File: config.mk
export PLATFORM = sky130hd
export DESIGN_NAME = key_cmd_ctrl
export DESIGN_NICKNAME = d
export VERILOG_FILES = /design/src/rtl/key_cmd_ctrl.sv
export SDC_FILE = /design/constraint.sdc
export NUM_CORES = 1
export LEC_CHECK = 0
export BUFFER_PORTS_ARGS = -buffer_cell sky130_fd_sc_hd__buf_4
export CAP_MARGIN = 20
export CORE_MARGIN = 1
export CORE_UTILIZATION = 50
export DETAILED_ROUTE_END_ITERATION = 10
export GPL_TIMING_DRIVEN = 0
export PLACE_DENSITY_LB_ADDON = 0.15
export SYNTH_ARGS = -nofsm -noshare
export SYNTH_HDL_FRONTEND = slang
export SYNTH_SLANG_ARGS = --single-unit
export TNS_END_PERCENT = 50
File: constraint.sdc
create_clock -name clk -period 2.7 [get_ports clk]
set_input_delay 0.135 -clock clk [delete_from_list [all_inputs] [get_ports clk]]
set_output_delay 0.135 -clock clk [all_outputs]
set_load 0.005 [all_outputs]
File: src/rtl/key_cmd_ctrl.sv
// Keypad command conditioner: synchronises and debounces the keypad key-valid flag,
// then turns accepted presses into one-cycle command strobes with movement auto-repeat.
module key_cmd_ctrl #(
    parameter int         DEBOUNCE_CYCLES = 500000,
    parameter int         REPEAT_DELAY    = 25000000,
    parameter int         REPEAT_RATE     = 5000000,
    parameter logic [3:0] KEY_UP          = 4'd5,
    parameter logic [3:0] KEY_DOWN        = 4'd0,
    parameter logic [3:0] KEY_FIRE        = 4'hA
) (
    input  logic       clk,
    input  logic       nreset_key,
    input  logic [3:0] tecla,
    input  logic       flag,
    output logic       cmd_up,
    output logic       cmd_down,
    output logic       cmd_fire,
    output logic       key_pulse,
    output logic [3:0] key_code,
    output logic       key_held
);

    localparam int MAX_AB     = (DEBOUNCE_CYCLES > REPEAT_DELAY) ? DEBOUNCE_CYCLES : REPEAT_DELAY;
    localparam int MAX_CYCLES = (MAX_AB > REPEAT_RATE) ? MAX_AB : REPEAT_RATE;
    localparam int CNT_W      = $clog2(MAX_CYCLES);

    localparam logic [CNT_W-1:0] DEB_LAST   = CNT_W'(DEBOUNCE_CYCLES - 1);
    localparam logic [CNT_W-1:0] DELAY_LAST = CNT_W'(REPEAT_DELAY - 1);
    localparam logic [CNT_W-1:0] RATE_LAST  = CNT_W'(REPEAT_RATE - 1);

    typedef enum logic [2:0] {
        S_IDLE,
        S_DEBOUNCE,
        S_PRESSED,
        S_REPEAT,
        S_RELEASE
    } state_t;

    state_t           state_q, state_d;
    logic [CNT_W-1:0] cnt_q, cnt_d;
    logic [3:0]       cand_q, cand_d;
    logic [3:0]       key_code_q, key_code_d;
    logic             held_q, held_d;
    logic             up_q, up_d;
    logic             down_q, down_d;
    logic             fire_q, fire_d;
    logic             pulse_q, pulse_d;

    logic             flag_meta_q, flag_s_q;
    logic [3:0]       tecla_meta_q, tecla_s_q;

    logic             strobe;
    logic [3:0]       strobe_code;
    logic             is_move;

    assign is_move = (key_code_q == KEY_UP) || (key_code_q == KEY_DOWN);

    always_comb begin
        state_d     = state_q;
        cnt_d       = cnt_q + CNT_W'(1);
        cand_d      = cand_q;
        key_code_d  = key_code_q;
        held_d      = held_q;
        strobe      = 1'b0;
        strobe_code = key_code_q;

        case (state_q)
            S_IDLE: begin
                cnt_d = '0;
                if (flag_s_q) begin
                    cand_d  = tecla_s_q;
                    state_d = S_DEBOUNCE;
                end
            end
            S_DEBOUNCE: begin
                if (!flag_s_q) begin
                    cnt_d   = '0;
                    state_d = S_IDLE;
                end else if (tecla_s_q != cand_q) begin
                    cand_d = tecla_s_q;
                    cnt_d  = '0;
                end else if (cnt_q == DEB_LAST) begin
                    key_code_d  = cand_q;
                    strobe_code = cand_q;
                    strobe      = 1'b1;
                    held_d      = 1'b1;
                    cnt_d       = '0;
                    state_d     = S_PRESSED;
                end
            end
            S_PRESSED: begin
                if (!flag_s_q) begin
                    cnt_d   = '0;
                    state_d = S_RELEASE;
                end else if (cnt_q == DELAY_LAST) begin
                    // Non-repeating codes park the counter at its terminal value.
                    cnt_d = cnt_q;
                    if (is_move) begin
                        strobe  = 1'b1;
                        cnt_d   = '0;
                        state_d = S_REPEAT;
                    end
                end
            end
            S_REPEAT: begin
                if (!flag_s_q) begin
                    cnt_d   = '0;
                    state_d = S_RELEASE;
                end else if (cnt_q == RATE_LAST) begin
                    strobe = 1'b1;
                    cnt_d  = '0;
                end
            end
            S_RELEASE: begin
                if (flag_s_q) begin
                    cnt_d   = '0;
                    state_d = S_PRESSED;
                end else if (cnt_q == DEB_LAST) begin
                    held_d  = 1'b0;
                    cnt_d   = '0;
                    state_d = S_IDLE;
                end
            end
            default: begin
                cnt_d   = '0;
                state_d = S_IDLE;
            end
        endcase

        pulse_d = strobe;
        up_d    = strobe && (strobe_code == KEY_UP);
        down_d  = strobe && (strobe_code == KEY_DOWN) && (strobe_code != KEY_UP);
        fire_d  = strobe && (strobe_code == KEY_FIRE) && (strobe_code != KEY_UP)
                         && (strobe_code != KEY_DOWN);
    end

    always_ff @(posedge clk or negedge nreset_key) begin
        if (!nreset_key) begin
            flag_meta_q  <= 1'b0;
            flag_s_q     <= 1'b0;
            tecla_meta_q <= 4'd0;
            tecla_s_q    <= 4'd0;
            state_q      <= S_IDLE;
            cnt_q        <= '0;
            cand_q       <= 4'd0;
            key_code_q   <= 4'd0;
            held_q       <= 1'b0;
            up_q         <= 1'b0;
            down_q       <= 1'b0;
            fire_q       <= 1'b0;
            pulse_q      <= 1'b0;
        end else begin
            flag_meta_q  <= flag;
            flag_s_q     <= flag_meta_q;
            tecla_meta_q <= tecla;
            tecla_s_q    <= tecla_meta_q;
            state_q      <= state_d;
            cnt_q        <= cnt_d;
            cand_q       <= cand_d;
            key_code_q   <= key_code_d;
            held_q       <= held_d;
            up_q         <= up_d;
            down_q       <= down_d;
            fire_q       <= fire_d;
            pulse_q      <= pulse_d;
        end
    end

    assign cmd_up    = up_q;
    assign cmd_down  = down_q;
    assign cmd_fire  = fire_q;
    assign key_pulse = pulse_q;
    assign key_code  = key_code_q;
    assign key_held  = held_q;

endmodule

=== Word-level counts from Yosys, hierarchy flattened ===
Cells that the tools add are included.

* $add $sub $neg: 1
* Reduce and logical (&&, ||, !) cells: 16
* Mux-type cells: 44
* Equal/unequal tests: 26

{| class="wikitable"
|+ Operators by type and width
! operator !! count
|-
| $mux 25 || 9
|-
| $pmux 25 s4 || 1
|-
| $mux 3 || 10
|-
| $mux 4 || 7
|-
| $add 25x1->25 const B || 1
|-
| $eq 25x19->1 const B || 1
|-
| $eq 25x23->1 const B || 1
|-
| $eq 25x25->1 const B || 1
|-
| $ne 2x2->1 const B || 8
|-
| $ne 3x3->1 const B || 5
|-
| $pmux 3 s5 || 1
|-
| $mux 1 || 13
|-
| $eq 4x3->1 const B || 2
|-
| $logic_not 4->1 || 2
|-
| $pmux 4 s2 || 1
|-
| $reduce_and 7->1 || 1
|-
| $eq 3x2->1 const B || 2
|-
| $logic_and 1x1->1 || 6
|-
| $reduce_and 6->1 || 1
|-
| $eq 4x4->1 const B || 1
|-
| $ne 4x3->1 const B || 1
|-
| $ne 4x4->1 || 1
|-
| $ne 4x4->1 const B || 1
|-
| $reduce_and 4->1 || 1
|-
| 8 further kinds || 9
|}

* Register bits after elaboration: 51
* Word-level logic and storage cells: 100
* Input port bits: 7
* Output and inout port bits: 9

=== Depth between registers and ports, before layout ===
Gate-level depths: netlist of the first run.

* Word-level depth: 9
* Mapped depth: 9
* Gate-level depth less buffers: 7

=== Worst setup path after synthesis of the first run ===
No wires, ideal clock.

* Kind: reg-to-reg
* From: register cnt_q[0]
* To: register cnt_q[24]
* Arrival time: 1.952 ns
* Clock period less this slack: 2.071 ns
* Setup slack: 0.629 ns
* Cell stages (with the launch flop): 8
* Required time: 2.582 ns
* Buffers on the path: 0
* Setup time: 0.118 ns
* Cells stage by stage: dfrtp_1 > ha_1 > nand4_1 > or4_1 > nor3_2 > nand4_1 > xor2_1 > nor2_1

* Word-level cells in the longest chain between the ends: 5
* Elaborated cells between the ends (all ways): 14
* Those cells by class: add/sub (1); eq/ne (4); mux (9)

{| class="wikitable"
|+ RTL lines
! what !! line !! RTL
|-
| start: declaration || 40 || <nowiki>logic [CNT_W-1:0] cnt_q, cnt_d;</nowiki>
|-
| start signal: assignment || 158 || <nowiki>cnt_q <= cnt_d;</nowiki>
|-
| $add 25x1->25 or $eq 25x19->1 (tied branches) || 60, 82, 118 ||
|-
| $mux 25 || 82, 118 ||
|-
| $mux 25 || 79 || <nowiki>end else if (tecla_s_q != cand_q) begin</nowiki>
|-
| $mux 25 || 76 || <nowiki>if (!flag_s_q) begin</nowiki>
|-
| $pmux 25 s4 || 67 || <nowiki>case (state_q)</nowiki>
|}

Several ways; a longest one is shown, not always the timed one.
A chain may end at the register's enable or synchronous reset.

=== Worst setup path after layout of the first run ===
* From: register cnt_q[10]
* To: register cnt_q[22]

The elaborated chain is that of the path after synthesis.

==> flow_summary.toml, run 1 <==
[clocking]
insertion_delay_ns = 0.30
cts.htree.levels = 2
postCtsHoldBufs = 6
cts.path.max_buffers = 2
cts_resized = 0
root_buffer = "clkbuf_8"
cts_tree = "yes"
cts.sinks = 51
numCtsBuffers = 5
path_clk_slew_ns = 0.10
postCtsSetupRepairBufs = 0

[sta]
fin_crit_sh = 0.938
hold_violations = 0
setup_violations = 0
tns_ns = 0
fin_hold_ws_ns = 0.357
tightestPinTransition_ns = 0.650
min_period_ns = 2.53
fmax_mhz = 395
clock_skew_ns = 0.00875
grt_setup_unrepaired = "no"
slew_viol_final = 0
maxSlewHeadroom = 0.564

[power_and_ir_drop]
ir_worst_vdd_v = 0.000320
power.leakage_nw = 1.19
total_power_w = 0.00142
power-per-cell-area_nw_per_um2 = 502

[drt]
dr.first_iter.drc_count = 75
first_pass_iters = 4
viasPerCell = 5.37
wire_per_inst_um = 13.5
drt_wl_total_mm = 4.47
vias = 1779
drc = 0
ant_nets = 0

[floorplanning]
num_rows = 25
initial_core_util = 0.522
coreArea_sq_um = 4720
ioPinCount = 16
dieArea_sq_um = 5220
die_x_um = 72.2
die_y_um = 72.2

[critical_path]
crit_required_ns = 2.89
path_cells = "nor4_1, nand2_1, nor3_1, o32ai_1, nor2b_1, buf_2, buf_4, nor2_1"
worstPathArrival_ns = 2.73
crit_fanout = 10
rr_worst_depth = 8
r2r-start = "cnt_q[10]"
critPathTopFamily = "simple AND/OR/NAND/NOR gates"
cp_num_buf_inv = 2
r2r-end = "cnt_q[22]"
crit_type = "reg -> reg"
r2r_setup_slack_ns = 0.17
crit_slowest_cell = "nor4_1"
cp_num_cells = 8
cpPeakStageDelay_ns = 0.46
end_kind = "flip-flop"
cp-start-kind = "flip-flop"

[final_layout]
antennaDiodeCount = 0
nets = 271
stdcell_area_sq_um = 2820
postLayoutCoreUtil = 0.597
drive_gt1_frac = 0.182
synthToLayoutAreaGrowth_pct = 14.2
fill_cells = 410

[synth]
netlist_top_cells_count = "51 x dfrtp_1, 29 x nor2_1, 22 x xor2_1"
ys_ff_latch = 51
synth_edf_count = 0
synthTopCellsByArea = "dfrtp_1 52%, xor2_1 7.8%, nor2_1 4.4%, mux2_2 3.7%, nand2_1 3.2%"
synth_nets = 243
postSynth.asyncResetShare = 1.00
avgSynthCellArea_sq_um = 10.5
synthesis.area_sq_um = 2470
seq_area_frac_synth = 0.517
yosys.area.top_type_share = 0.517
ys_types = 45
synth.largest_area_cell = "dfrtp_1"
yosysWarningCount = 0
synthCells = 235
ys.flop_type = "dfrtp_1"
yosysMostFrequentCell = "dfrtp_1"

[placed_design]
dpl-instance-area_sq_um = 2660
place.gp.congestion = 0.864
port_buffers = 15
post-dp-hpwl_mm = 3.13

[run]
maxCapViolations = 0

[status]
status = "finished clean"

[global_route]
antenna_found_initial = 0
grt_pass1_vias = 1696
grt_usage = 0.199
grt_max_degree = 52
grt_pass1_wl_mm = 8.02
grt-ovfl-total = 0

[hold_path]
holdPathStages = 0
min_path_type = "reg -> reg"
holdPathEnd = "tecla_s_q[3]"
hp-start = "tecla_meta_q[3]"
[worst max path at each step]
stage / from / endpoint / slack [ns]
finish: cnt_q[10] / cnt_q[22] / 0.17
global route: cnt_q[10] / cnt_q[22] / 0.003
CTS: cnt_q[10] / cnt_q[22] / 0.21
detailed placement: cand_q[1] / cmd_up / 0.25
global placement: cand_q[1] / cmd_up / 0.27
floorplan: cnt_q[0] / cnt_q[24] / 0.63
[cells in the final DEF, fill, tap and decap left out, types with 2 or more instances in the layout]
master	count
buf_2	2
and4_1	3
a22o_1	2
buf_4	16
xnor2_1	6
nor3_1	6
nor4_1	5
dlygate4sd3_1	6
o32ai_1	2
nand3_1	15
o221ai_1	2
xor2_1	22
clkbuf_8	5
nand2_1	21
mux2_2	8
dfrtp_1	51
inv_1	5
inv_6	2
or4_1	3
a21oi_1	5
o21ai_0	7
or2_2	4
nor2_1	29
nand4_1	9
nor2b_1	4
[logic make-up after synthesis]
logic type / after synthesis / share of synthesized area
AO/OA/AOI/OAI: 23 / 0.0624
buffers and inverters: 9 / 0.0162
multiplexers: 9 / 0.0406
flip-flops: 51 / 0.517
AND/OR/NAND/NOR: 114 / 0.259
adder cells (fa/ha/maj): 1 / 0.00507
XOR/XNOR: 28 / 0.0994
[flip-flops by register name, indices dropped and copies added (netlist names)]
name          flops
cand_q            4
cmd_down          1
cmd_fire          1
cmd_up            1
cnt_q            25
flag_meta_q       1
flag_s_q          1
key_code          4
key_held          1
key_pulse         1
state_q           3
tecla_meta_q      4
tecla_s_q         4
[power breakdown]
| group | internal, W | leakage [nW] | switching [W] |
|---|---|---|---|
| clock | 0.000191 | 0.0491 | 0.000262 |
| sequential | 0.000790 | 0.678 | 0.0000341 |
| combinational | 0.0000606 | 0.464 | 0.0000777 |
[layout make-up]
class                      instances  area [sq um]  area share
clock buffer                       5          68.8      0.0244
timing repair buffer              21           173      0.0613
clock inverter                     3          26.3     0.00932
buffer                             4          21.3     0.00755
multi-input combinational        175          1150       0.408
inverter                           5          18.8     0.00666
tap                               67          83.8      0.0297
sequential                        51          1280       0.453
[through the flow]
stage                     worst slack, ns  cells
after floorplan                     0.629    235
after global placement              0.275    317
after detailed placement            0.249    317
after CTS                           0.213    331
after global routing              0.00301    331
final                               0.169    331
[metal layers]
metal / share of wire / track usage / up-vias / wire [um]
li1: - / - / 886 / -
met1: 0.53 / 0.307 / 862 / 2380
met4: 0.012 / 0.0523 / 0 / 53
met5: 0 / 0 / - / 0
met3: 0.024 / 0.0417 / 6 / 107
met2: 0.43 / 0.282 / 25 / 1920
Note: power is estimated with default switching activity, not from simulation.
==> inputs of run 2 (changes only) <==
SETUP_SLACK_MARGIN = 0.2   (was unset)
==> flow_summary.toml, run 2 (synthesized netlist as in run 1, its figures left out) <==
[critical_path]
cpPeakStageDelay_ns = 0.55
r2r-end = "cnt_q[22]"
path_cells = "nand2_1, or4_2, nor3_1, o32ai_1, nor2b_1, buf_2, buf_4, nor2_1"
cp_num_buf_inv = 2
end_kind = "flip-flop"
crit_type = "reg -> reg"
critPathTopFamily = "simple AND/OR/NAND/NOR gates"
cp-start-kind = "flip-flop"
crit_slowest_cell = "or4_2"
rr_worst_depth = 8
worstPathArrival_ns = 2.54
r2r-start = "cnt_q[8]"
crit_required_ns = 2.89
r2r_setup_slack_ns = 0.35
crit_fanout = 10

[final_layout]
largest_reg_flops = 25
regMostFlops = "cnt_q"
synthToLayoutAreaGrowth_pct = 15.6
final_common_cell = "dfrtp_1"
final_cell_mix = "49 x dfrtp_1, 29 x nor2_1, 22 x xor2_1"
drive_gt1_frac = 0.208
nets = 271
antennaDiodeCount = 0

[clocking]
cts.htree.levels = 2
cts.sinks = 51
cts.path.max_buffers = 2
postCtsSetupRepairBufs = 0
numCtsBuffers = 5
path_clk_slew_ns = 0.10
cts_tree = "yes"
root_buffer = "clkbuf_8"
insertion_delay_ns = 0.30

[hold_path]
holdPathStages = 0
hp-start = "tecla_meta_q[3]"
holdPathEnd = "tecla_s_q[3]"
min_path_type = "reg -> reg"

[floorplanning]
die_y_um = 72.2
coreArea_sq_um = 4720
num_rows = 25
initial_core_util = 0.522
die_x_um = 72.2
ioPinCount = 16
dieArea_sq_um = 5220

[power_and_ir_drop]
power.leakage_nw = 1.20
power-per-cell-area_nw_per_um2 = 498
ir_worst_vdd_v = 0.000320

[placed_design]
post-dp-hpwl_mm = 3.13
place.gp.congestion = 0.864
port_buffers = 15

[sta]
min_period_ns = 2.35
slew_viol_final = 0
fmax_mhz = 425
setup_violations = 0
tns_ns = 0
clock_skew_ns = 0.00880
fin_hold_ws_ns = 0.357
hold_violations = 0
fin_crit_sh = 0.871
maxSlewHeadroom = 0.565
grt_setup_unrepaired = "yes"
tightestPinTransition_ns = 0.647

[run]
maxCapViolations = 0

[global_route]
grt_usage = 0.199
grt_pass1_vias = 1696
grt_max_degree = 52
antenna_found_initial = 0
grt-ovfl-total = 0
grt_pass1_wl_mm = 8.02

[drt]
dr.first_iter.drc_count = 83
ant_nets = 0
wire_per_inst_um = 13.6
maxUsedRoutingLayer = "met4"
drt-met1-wl_mm = 2.37
met2_length_mm = 1.95
vias = 1773
viasPerCell = 5.36
drt_wl_total_mm = 4.50
drc = 0
first_pass_iters = 4
dr_wl_met3_um = 145

[status]
status = "finished clean"
## run 2: power breakdown
| part | internal [W] | switching, W | leakage (nW) |
|---|---|---|---|
| combinational | 0.0000613 | 0.0000792 | 0.481 |
| sequential | 0.000790 | 0.0000349 | 0.674 |
| clock | 0.000191 | 0.000263 | 0.0491 |
## run 2: layout make-up
cell class,count,area (sq um)
tap,67,83.8
multi-input combinational,175,1180
timing repair buffer,21,173
clock inverter,3,26.3
fill,401,1870
buffer,4,21.3
sequential,51,1280
clock buffer,5,68.8
inverter,5,18.8
## run 2: worst reg2reg max path: stages, from the launching register on
cell and delay, ns:
dfrtp_1 0.49, nand2_1 0.12, or4_2 0.55, nor3_1 0.25, o32ai_1 0.20, nor2b_1 0.14, buf_2 0.22, buf_4 0.22
nor2_1 0.07
## run 2: how the worst max path moves through the flow
stage / to / cells after the start / from
2_1_floorplan: cnt_q[24] / 7 / cnt_q[0]
3_3_place_gp: cmd_up / 6 / cand_q[1]
3_5_place_dp: cmd_up / 6 / cand_q[1]
4_1_cts: cnt_q[22] / 8 / cnt_q[10]
5_1_grt: cmd_up / 6 / cnt_q[0]
6_report: cnt_q[22] / 8 / cnt_q[8]
## run 2: layer usage
layer / up-vias / GRT usage
li1: 884 / -
met1: 857 / 0.307
met2: 28 / 0.282
met3: 4 / 0.0417
met4: 0 / 0.0523
met5: - / 0
## run 2: stage by stage
step / worst slack (ns) / std cells / total power (W) / instance area, sq um / util
5_1_grt: 0.196 / 331 / 0.00149 / 2850 / 0.604
3_5_place_dp: 0.249 / 317 / 0.000973 / 2660 / 0.564
2_1_floorplan: 0.629 / 235 / 0.000924 / 2470 / -
3_3_place_gp: 0.275 / 317 / 0.000969 / 2660 / 0.564
6_report: 0.349 / 331 / 0.00142 / 2850 / 0.604
4_1_cts: 0.213 / 331 / 0.00143 / 2820 / 0.597
## run 2: what timing repair did
action,4_1_cts,5_1_grt
gates resized for setup,0,8
setup endpoints to repair,0,21
hold buffers,6,0
hold endpoints to repair,56,0
==> inputs of run 3 (changes only) <==
CTS_BUF_LIST = sky130_fd_sc_hd__clkbuf_4 sky130_fd_sc_hd__clkbuf_8   (was unset)
MAX_ROUTING_LAYER = met4   (was unset)
==> flow_summary.toml, run 3 (synthesized netlist as in run 1, its figures left out) <==
[drt]
first_pass_iters = 4
ant_nets = 0
drt_wl_total_mm = 4.49
drc = 0
vias = 1780
wire_per_inst_um = 13.6
dr.first_iter.drc_count = 97
viasPerCell = 5.38

[floorplanning]
num_rows = 25
initial_core_util = 0.522
die_y_um = 72.2
dieArea_sq_um = 5220
ioPinCount = 16
coreArea_sq_um = 4720
die_x_um = 72.2

[placed_design]
dpl-instance-area_sq_um = 2660
post-dp-hpwl_mm = 3.13
place_ws_ns = 0.249
port_buffers = 15
place.gp.congestion = 0.878

[sta]
maxSlewHeadroom = 0.565
fin_crit_sh = 0.869
grt_setup_unrepaired = "yes"
hold_violations = 0
clock_skew_ns = 0.00996
slew_viol_final = 0
tns_ns = 0
setup_violations = 0
setup_ws_ns = 0.353
fmax_mhz = 426
tightestPinTransition_ns = 0.648
min_period_ns = 2.35
fin_hold_ws_ns = 0.358

[clocking]
cts.htree.levels = 2
numCtsBuffers = 5
path_clk_slew_ns = 0.10
cts.path.max_buffers = 2
postCtsSetupRepairBufs = 0
cts.sinks = 51
cts_tree = "yes"
insertion_delay_ns = 0.30
root_buffer = "clkbuf_8"

[run]
maxCapViolations = 0

[critical_path]
cp-start-kind = "flip-flop"
crit_fanout = 10
r2r_setup_slack_ns = 0.35
crit_type = "reg -> reg"
cp_num_cells = 8
cpPeakStageDelay_ns = 0.55
r2r-start = "cnt_q[8]"
end_kind = "flip-flop"
r2r-end = "cnt_q[22]"
critPathTopFamily = "simple AND/OR/NAND/NOR gates"
crit_required_ns = 2.89
path_cells = "nand2_1, or4_2, nor3_1, o32ai_1, nor2b_1, buf_2, buf_4, nor2_1"
worstPathArrival_ns = 2.54
crit_slowest_cell = "or4_2"
cp_num_buf_inv = 2
rr_worst_depth = 8

[final_layout]
drive_gt1_frac = 0.208
final_common_cell = "dfrtp_1"
regMostFlops = "cnt_q"
nets = 271
postLayoutCoreUtil = 0.604
antennaDiodeCount = 0
largest_reg_flops = 25
stdcell_area_sq_um = 2850
synthToLayoutAreaGrowth_pct = 15.6
final_cell_mix = "49 x dfrtp_1, 29 x nor2_1, 22 x xor2_1"

[power_and_ir_drop]
p_comb_frac = 0.099
power-per-cell-area_nw_per_um2 = 498
seqPwrFrac = 0.581
p_sw_frac = 0.266
ir_worst_vdd_v = 0.000320
power.leakage_nw = 1.20
p_sw_w = 0.000378
p_int_w = 0.00104
p_clk_frac = 0.320

[global_route]
grt_pass1_wl_mm = 8.01
antenna_found_initial = 0
grt_usage = 0.204
grt_max_degree = 52
grt_pass1_vias = 1699
grt-ovfl-total = 0

[status]
status = "finished clean"

[hold_path]
hp-start = "tecla_meta_q[3]"
min_path_type = "reg -> reg"
holdPathStages = 0
holdPathEnd = "tecla_s_q[3]"
run 3: cell counts in the layout (fill, tap and decap cells not counted):
No cell type changed its count.
run 3: area by class of cell:
type                       count  area, sq um
fill                         401         1870
clock buffer                   5         68.8
buffer                         4         21.3
sequential                    51         1280
timing repair buffer          21          173
multi-input combinational    175         1180
inverter                       5         18.8
clock inverter                 3         26.3
tap                           67         83.8
run 3: metal layers:
layer	track usage	up-vias	routed length (um)
met1	0.305	862	2340
met4	0.0523	0	46
met2	0.283	30	1940
met3	0.0417	5	166
li1	-	883	-
met5	-	-	0
run 3: worst max-delay path by stage:
stage / end / start / slack, ns
final: cnt_q[22] / cnt_q[8] / 0.35
after global routing: cmd_up / cnt_q[0] / 0.20
after CTS: cnt_q[22] / cnt_q[10] / 0.21
after detailed placement: cmd_up / cand_q[1] / 0.25
after global placement: cmd_up / cand_q[1] / 0.27
after floorplan: cnt_q[24] / cnt_q[0] / 0.63
run 3: timing repair:
item                       in CTS  in global routing
resized for setup               0                  8
hold buffers                    6                  0
hold endpoints to repair       56                  0
setup endpoints to repair       0                 19
run 3: power by group through the flow:
stage	registers, W	logic, W	clock network (W)
2_1_floorplan	0.000830	0.0000939	0
3_3_place_gp	0.000839	0.000130	0
6_report	0.000825	0.000141	0.000455
4_1_cts	0.000825	0.000141	0.000468
5_1_grt	0.000831	0.000158	0.000496
3_5_place_dp	0.000840	0.000134	0
run 3: per-stage QoR:
| step | instances | power [W] |
|---|---|---|
| finish | 331 | 0.00142 |
| global route | 331 | 0.00148 |
| CTS | 331 | 0.00143 |
| detailed placement | 317 | 0.000973 |
| global placement | 317 | 0.000969 |
| floorplan | 235 | 0.000924 |
run 3: worst register-to-register path, stage by stage (launching register included):
cell and delay [ns]:
dfrtp_1 0.48, nand2_1 0.12, or4_2 0.55, nor3_1 0.25, o32ai_1 0.20, nor2b_1 0.14
buf_2 0.22, buf_4 0.21, nor2_1 0.07
